==> config.mk <==
export PLATFORM = sky130hd
export DESIGN_NAME = uart_tx_fifo
export DESIGN_NICKNAME = d
export VERILOG_FILES = /design/src/rtl/uart_tx_fifo_pkg.sv /design/src/rtl/uart_tx_fifo_sync_fifo.sv /design/src/rtl/uart_tx_fifo.sv
export SDC_FILE = /design/constraint.sdc
export NUM_CORES = 1
export LEC_CHECK = 0
export CORE_MARGIN = 5
export CORE_UTILIZATION = 60
export CTS_CLUSTER_SIZE = 25
export DETAILED_ROUTE_END_ITERATION = 12
export DONT_BUFFER_PORTS = 1
export PLACE_DENSITY = 0.76
export REMOVE_ABC_BUFFERS = 1
export SETUP_SLACK_MARGIN = 0.15
export SYNTH_ARGS = -nofsm -noshare
export SYNTH_HDL_FRONTEND = slang
export SYNTH_SLANG_ARGS = --single-unit
==> constraint.sdc <==
create_clock -name clk -period 3.3 [get_ports clk]
set_input_delay 0.66 -clock clk [delete_from_list [all_inputs] [get_ports clk]]
set_output_delay 0.66 -clock clk [all_outputs]
set_load 0.01 [all_outputs]
==> src/rtl/uart_tx_fifo_pkg.sv <==
// Shared definitions for the buffered 8N1 UART transmitter: FSM states and frame constants.
package uart_tx_fifo_pkg;

    typedef enum logic [1:0] {
        StIdle  = 2'd0,
        StStart = 2'd1,
        StData  = 2'd2,
        StStop  = 2'd3
    } tx_state_e;

    localparam int unsigned UART_DIV_10M_115200 = 87;
    localparam int unsigned DATA_BITS           = 8;
    localparam logic        START_LEVEL         = 1'b0;

endpackage

==> src/rtl/uart_tx_fifo_sync_fifo.sv <==
// Single-clock first-word-fall-through FIFO with registered full/empty flags and occupancy count.
module uart_tx_fifo_sync_fifo #(
    parameter int unsigned DW = 8,
    parameter int unsigned AW = 4
) (
    input  logic          clk,
    input  logic          reset,
    input  logic          push,
    input  logic          pop,
    input  logic [DW-1:0] din,
    output logic [DW-1:0] dout,
    output logic          full,
    output logic          empty,
    output logic [AW:0]   count
);

    localparam logic [AW:0] DEPTH = (AW+1)'(2 ** AW);

    logic [DW-1:0] mem [2 ** AW];
    logic [AW-1:0] wr_ptr_q, rd_ptr_q;
    logic [AW:0]   count_q, count_d;
    logic          full_q, empty_q;

    always_comb begin
        count_d = count_q;
        unique case ({push, pop})
            2'b10:   count_d = count_q + 1'b1;
            2'b01:   count_d = count_q - 1'b1;
            default: count_d = count_q;
        endcase
    end

    // full is held high during reset so upstream sees no room until the cycle after release
    always_ff @(posedge clk) begin
        if (reset) begin
            wr_ptr_q <= '0;
            rd_ptr_q <= '0;
            count_q  <= '0;
            full_q   <= 1'b1;
            empty_q  <= 1'b1;
        end else begin
            if (push) wr_ptr_q <= wr_ptr_q + 1'b1;
            if (pop)  rd_ptr_q <= rd_ptr_q + 1'b1;
            count_q <= count_d;
            full_q  <= (count_d == DEPTH);
            empty_q <= (count_d == '0);
        end
    end

    always_ff @(posedge clk) begin
        if (push) mem[wr_ptr_q] <= din;
    end

    assign dout  = mem[rd_ptr_q];
    assign full  = full_q;
    assign empty = empty_q;
    assign count = count_q;

endmodule

==> src/rtl/uart_tx_fifo.sv <==
// Buffered 8N1 UART transmitter: bytes queue in a FIFO and are serialised LSB-first on tx.
module uart_tx_fifo
    import uart_tx_fifo_pkg::*;
#(
    parameter int unsigned CLK_DIV   = UART_DIV_10M_115200,
    parameter int unsigned FIFO_AW   = 4,
    parameter int unsigned STOP_BITS = 1
) (
    input  logic             clk,
    input  logic             reset,
    input  logic [7:0]       tx_data,
    input  logic             tx_valid,
    output logic             tx_ready,
    output logic             tx,
    output logic             busy,
    output logic [FIFO_AW:0] fifo_count
);

    localparam int unsigned STOP_LEN = STOP_BITS * CLK_DIV;
    localparam int unsigned BAUD_W   = $clog2(STOP_LEN);
    localparam logic [BAUD_W-1:0] BIT_END  = BAUD_W'(CLK_DIV - 1);
    localparam logic [BAUD_W-1:0] STOP_END = BAUD_W'(STOP_LEN - 1);
    localparam logic [2:0]        LAST_BIT = 3'(DATA_BITS - 1);

    tx_state_e         state_q, state_d;
    logic [BAUD_W-1:0] baud_q, baud_d;
    logic [2:0]        bit_q, bit_d;
    logic [7:0]        shift_q, shift_d;
    logic              tx_q, tx_d;

    logic       fifo_push, fifo_pop, fifo_full, fifo_empty;
    logic [7:0] fifo_dout;

    assign tx_ready  = ~fifo_full;
    assign fifo_push = tx_valid & tx_ready;

    uart_tx_fifo_sync_fifo #(
        .DW (8),
        .AW (FIFO_AW)
    ) u_fifo (
        .clk   (clk),
        .reset (reset),
        .push  (fifo_push),
        .pop   (fifo_pop),
        .din   (tx_data),
        .dout  (fifo_dout),
        .full  (fifo_full),
        .empty (fifo_empty),
        .count (fifo_count)
    );

    // tx_d is the line level for the state being entered, so tx stays a plain register
    always_comb begin
        state_d  = state_q;
        baud_d   = baud_q + 1'b1;
        bit_d    = bit_q;
        shift_d  = shift_q;
        tx_d     = tx_q;
        fifo_pop = 1'b0;
        unique case (state_q)
            StIdle: begin
                baud_d = '0;
                tx_d   = 1'b1;
                if (!fifo_empty) begin
                    fifo_pop = 1'b1;
                    shift_d  = fifo_dout;
                    bit_d    = '0;
                    state_d  = StStart;
                    tx_d     = START_LEVEL;
                end
            end
            StStart: begin
                if (baud_q == BIT_END) begin
                    baud_d  = '0;
                    state_d = StData;
                    tx_d    = shift_q[0];
                end
            end
            StData: begin
                if (baud_q == BIT_END) begin
                    baud_d = '0;
                    if (bit_q == LAST_BIT) begin
                        state_d = StStop;
                        tx_d    = 1'b1;
                    end else begin
                        bit_d   = bit_q + 1'b1;
                        shift_d = shift_q >> 1;
                        tx_d    = shift_q[1];
                    end
                end
            end
            StStop: begin
                if (baud_q == STOP_END) begin
                    baud_d = '0;
                    if (!fifo_empty) begin
                        fifo_pop = 1'b1;
                        shift_d  = fifo_dout;
                        bit_d    = '0;
                        state_d  = StStart;
                        tx_d     = START_LEVEL;
                    end else begin
                        state_d = StIdle;
                        tx_d    = 1'b1;
                    end
                end
            end
            default: state_d = StIdle;
        endcase
    end

    always_ff @(posedge clk) begin
        if (reset) begin
            state_q <= StIdle;
            baud_q  <= '0;
            bit_q   <= '0;
            shift_q <= '0;
            tx_q    <= 1'b1;
        end else begin
            state_q <= state_d;
            baud_q  <= baud_d;
            bit_q   <= bit_d;
            shift_q <= shift_d;
            tx_q    <= tx_d;
        end
    end

    assign tx   = tx_q;
    assign busy = (state_q != StIdle) | (fifo_count != '0);

endmodule

Word-level counts from Yosys, hierarchy flattened
Memories as Yosys holds them, arrays and structs flattened. A register that Yosys moved wholly into a read port is not among the register bits.
Cells that the tools add are included.
{ "totals": {"register_bits": 36, "output_inout_bits": 8, "latchBits": 0, "rom_bits": 0, "memories": 1, "ramBits": 128} }
{ "classes": {"bitwise_logic": 3, "shift": 0, "n_mul": 0, "n_eq_ne": 14, "div_mod_pow": 0, "reduce_logical": 9, "addsub": 6, "mux": 33, "magnitude_cmp": 0} }
{ "mem_list": {"columns": ["memory", "depth", "word_bits", "read_ports", "rd_ports_with_merged_regs", "wr", "line", "rtl"], "rows": [
  ["u_fifo.mem", 16, 8, 1, 1, 1, "uart_tx_fifo_sync_fifo.sv:19", "logic [DW-1:0] mem [2 ** AW];"]
]} }
{ "ops": {"columns": ["cell", "count"], "rows": [
  ["8-bit two-way mux", 4],
  ["8-bit case mux with 3 select lines", 1],
  ["7-bit case mux with 2 select lines", 1],
  ["3-bit two-way mux", 4],
  ["2-bit inequality test, second input constant", 6],
  ["1-bit two-way mux", 10],
  ["2-bit two-way mux", 5],
  ["5-bit case mux with 2 select lines", 1],
  ["3-bit case mux with 3 select lines", 1],
  ["4-bit by 1-bit adder with 4-bit output, second input constant", 2],
  ["4-bit two-way mux", 2],
  ["2-bit case mux with 4 select lines", 1],
  ["7-bit by 1-bit adder with 7-bit output, second input constant", 1],
  ["7-bit equality test, second input constant", 1],
  ["7-bit two-way mux", 1],
  ["2-bit equality test, second input constant", 3],
  ["5-bit by 1-bit adder with 5-bit output, second input constant", 1],
  ["5-bit equality test, second input constant", 1],
  ["5-bit zero test", 1],
  ["5-bit AND reduction", 1],
  ["5-bit nonzero test", 1],
  ["5-bit by 1-bit subtractor with 5-bit output, second input constant", 1],
  ["2-bit by 1-bit equality test with 1-bit output, second input constant", 2],
  ["1-bit case mux with 4 select lines", 1],
  ["other kinds (12)", 12]
]} }

Longest topological paths before layout
{ "logic_depth": {"word_depth": 6, "depth_mapped": 14, "ltp_nobuf": 13} }

By module
From an unflattened synthesis, not the netlist that was laid out.
{ "hier_totals": {"hier_cells": 422, "hier_area_um2": 7181.9} }
{ "by_module_without_submodules": {"columns": ["mod", "cells_per_inst", "n_inst", "area_each_um2", "seq_area_each_um2"], "rows": [
  ["uart_tx_fifo_sync_fifo", 290, 1, 5914.4, 4224.1],
  ["uart_tx_fifo", 132, 1, 1267.5, 420.4]
]} }

Least setup slack after synthesis
Ideal clock, no wire load.
{ "synth_path": {"path_kind": "register to register", "from": "reg baud_q[0]", "to": "reg u_fifo.empty_q (netlist: u_fifo.empty)", "t_arrival_ns": 2.721, "required_time_ns": 3.184, "n_path_buf": 1, "path_stages_with_launch": 15, "setup_slack_ns": 0.462, "path_cell_list": "dfxtp_1 inv_1 ha_1 and4b_1 a31oi_1 nor3_2 ha_1 buf_2 xor2_1 ha_1 nor2_1 o311a_1 o21ai_1 xor2_1 a31o_2"} }
{ "synth_between": {"elab_chain_cells": 6} }
{ "synth_lines": {"columns": ["element", "line", "rtl"], "rows": [
  ["start, declared", "uart_tx_fifo.sv:26", "logic [BAUD_W-1:0] baud_q, baud_d;"],
  ["start signal, assigned", "uart_tx_fifo.sv:120", "baud_q <= baud_d;"],
  ["7-bit equality test *", "uart_tx_fifo.sv:93", "if (baud_q == STOP_END) begin"],
  ["1-bit two-way mux *", "uart_tx_fifo.sv:93", null],
  ["1-bit case mux with 2 select lines *", "uart_tx_fifo.sv:60", "unique case (state_q)"],
  ["2-bit by 1-bit equality test with 1-bit output / 2-bit equality test (equally long branches)", "uart_tx_fifo_sync_fifo.sv:26", "unique case ({push, pop})"],
  ["5-bit case mux with 2 select lines *", "uart_tx_fifo_sync_fifo.sv:26", null],
  ["5-bit zero test *", "uart_tx_fifo_sync_fifo.sv:46", "empty_q <= (count_d == '0);"],
  ["end signal, assigned", "uart_tx_fifo_sync_fifo.sv:46", null],
  ["end, declared", "uart_tx_fifo_sync_fifo.sv:22", "logic full_q, empty_q;"]
]} }
Every way passes the cells marked *; elsewhere a longest branch is shown, timed or not.
A chain may end at the register's enable or synchronous reset.

Worst setup path after layout
{ "layout_path": {"from": "reg baud_q[1]", "to": "reg u_fifo.empty_q (netlist: u_fifo.empty)"} }
The elaborated chain is that of the path after synthesis.

==> results_dict.tcl <==
set metrics [dict create \
    status "finished clean" \
    num_io_pins 19 \
    worst_pin_slew_ps 782.7 \
    fp-row-count 39 \
    final_common_cell "edfxtp_1" \
    p_int_uw 3941 \
    areaGrowthSynthToFinish_pct 10.18 \
    cp_max_fo 9 \
    postCtsHoldBufs 0 \
    antenna_found_initial 0 \
    ir_drop_uv 393.4 \
    grt_pass1_wl_mm 20.96 \
    gp_congestion 0.8175 \
    drtAntennaViolNets 0 \
    design_area_sq_um 7691 \
    diodes 0 \
    post-route-period-util 0.9205 \
    path_buf_inv 0 \
    netSwitchingFraction 0.2849 \
    grt_max_degree 27 \
    insertion_delay_ps 420 \
    finClkSkew_ps 7.539 \
    synth-main-ff-cell "edfxtp_1" \
    power_leakage_uw 0.002528 \
    tns_ps 0 \
    clkTransAtPathRegs_ps 60 \
    synth_cell_types 47 \
    timing.slew.headroom 0.4775 \
    n_fill_cell 764 \
    final_max_slew_viol_count 0 \
    p_switching_uw 1570 \
    tritoncts "done" \
    holdCritPathClass "input port to flip-flop" \
    cp_slowest_cell "dfxtp_1" \
    htree_levels 4 \
    root_buffer "clkbuf_16" \
    hold_violations 0 \
    crit_type "flip-flop to flip-flop" \
    final_cell_mix "128 x edfxtp_1, 39 x dfxtp_1, 33 x mux4_2" \
    synth_edf_count 128 \
    chipWidth_um 117.9 \
    ctsLongestPathBuffers 2 \
    vias_per_cell 6.193 \
    power_density_nw_per_um2 716.6 \
    drv_cap 0 \
    setup-violations-final 0 \
    core_area_sq_um 11420 \
    cts_buffers 17 \
    syn_inst 433 \
    grtUsageTotal 0.1973 \
    grt_setup_unrepaired "false" \
    nets 470 \
    seq_area_frac_synth 0.6654 \
    critPathTopFamily "compound AO/OA/AOI/OAI gates" \
    slowest_delay_ps 390 \
    seqPwrFrac 0.465 \
    period_needed_ps 3038 \
    grt_pass1_vias 3739 \
    die_h_um 117.9 \
    netlist_area_sq_um 6980 \
    clock-sinks 168 \
    die_area_sq_um 13890 \
    dp_hpwl_mm 8.263 \
    drc 0 \
    ys_async_sr_fraction 0 \
    syn_avg_cell_area_sq_um 16.12 \
    synth-seq-cells 168 \
    wl_per_cell_um 22.12 \
    critPathCaptureType "flip-flop" \
    crit_required_ps 3610 \
    clkPwrFrac 0.321 \
    drt_iter0_markers 340 \
    path_cells "ha_1, and4b_1, a31oi_2, nor3_4, ha_4, xor2_1, ha_1, o21ai_0, a221oi_2, o21ai_2, xor2_1, a31o_2" \
    drive_gt1_frac 0.1828 \
    startpoint_type "flip-flop" \
    dpl_cell_area_sq_um 7104 \
    initial_core_util 0.6113 \
    fmax_mhz 329.2 \
    drt_wl_total_mm 13.20 \
    crit_arrival_ps 3350 \
    overflow 0 \
    power_frac_comb 0.214 \
    first_pass_iters 5 \
    vias 3697 \
    ys_warn_count 0 \
    io_buffers 0 \
]
-- power by group through the flow --
stage | Sequential (uW) | Combinational [uW] | Clock [uW]
CTS | 2560 | 1120 | 1790
finish | 2570 | 1180 | 1770
global placement | 2600 | 1090 | 0
detailed placement | 2610 | 1100 | 0
global route | 2590 | 1310 | 1890
floorplan | 2610 | 836 | 0
-- metal layers --
layer / vias to the layer above / global-route usage / part of all wire
met5: - / 0 / 0
met4: 0 / 0.05161 / 0.010
met3: 9 / 0.05286 / 0.067
met2: 101 / 0.3250 / 0.52
met1: 1891 / 0.2626 / 0.40
li1: 1696 / - / -
-- flip-flops by register name (all words and copies together) (netlist names), named ones only --
signal,cells
baud_q,7
bit_q,3
shift_q,8
state_q,2
tx,1
u_fifo.count,5
u_fifo.empty,1
u_fifo.full,1
u_fifo.mem,128
u_fifo.rd_ptr_q,4
u_fifo.wr_ptr_q,4
-- cells by family after synthesis --
kind of cell               synth area share
and+or+nand+nor                     0.08245
buffers and inverters               0.01936
DFF                                  0.6654
adders and majority gates           0.03226
xor gates and xnor gates            0.02258
AOI/OAI and AO/OA                   0.05288
muxes                                0.1251
-- synth_stat cells, drive strengths merged (6+ instances only) --
library cell	n	area, sq um
edfxtp	128	3844
dfxtp	40	800.8
mux4	33	743.2
nor2	32	120.1
ha	18	225.2
and2	17	106.4
mux2i	13	130.1
nand3	12	60.06
buf	10	63.81
clkbuf	10	37.54
nand2	10	37.54
nor2b	10	62.56
xor2	10	87.58
inv	9	33.78
xnor2	8	70.07
a21oi	7	35.03
a311oi	7	61.31
nand2b	7	43.79
a2111oi	6	52.55
o21ai	6	30.02
o221ai	6	52.55
-- cell type report --
cell class | instances | area, sq um | share of cell area
clock buffer | 19 | 432.9 | 0.05629
tap | 143 | 178.9 | 0.02326
inverter | 9 | 33.78 | 0.004392
timing repair buffer | 9 | 67.56 | 0.008785
clock inverter | 13 | 96.34 | 0.01253
multi-input combinational | 236 | 2236 | 0.2907
sequential | 168 | 4646 | 0.6040
-- metrics by stage --
step	hold WS (ps)	util	instances	setup slack (ps)	power, uW
after CTS	301.1	0.6687	594	158.1	5474
after detailed placement	463.9	0.6222	562	141.0	3714
final	310.1	0.6736	597	262.3	5512
after global routing	298.9	0.6736	597	100.8	5788
after global placement	453.0	0.6222	562	254.5	3690
after floorplan	441.1	-	413	487.0	3449
-- repair_timing --
action | in CTS | in global routing
setup buffers | 0 | 3
setup endpoints to repair | 1 | 3
gates resized for setup | 1 | 5
pin swaps | 0 | 1
-- worst paths after layout --
| check | start | to | slack (ps) | cells past startpoint |
|---|---|---|---|---|
| worst min register to register | bit_q[2] | bit_q[2] | 470 | 2 |
| worst max register to register | baud_q[1] | u_fifo.empty | 260 | 12 |
| worst max-delay path | baud_q[1] | u_fifo.empty | 260 | 12 |
| worst min-delay path | reset | flip-flop | 310 | 1 |
No activity file was read; power rests on OpenSTA's default activity.
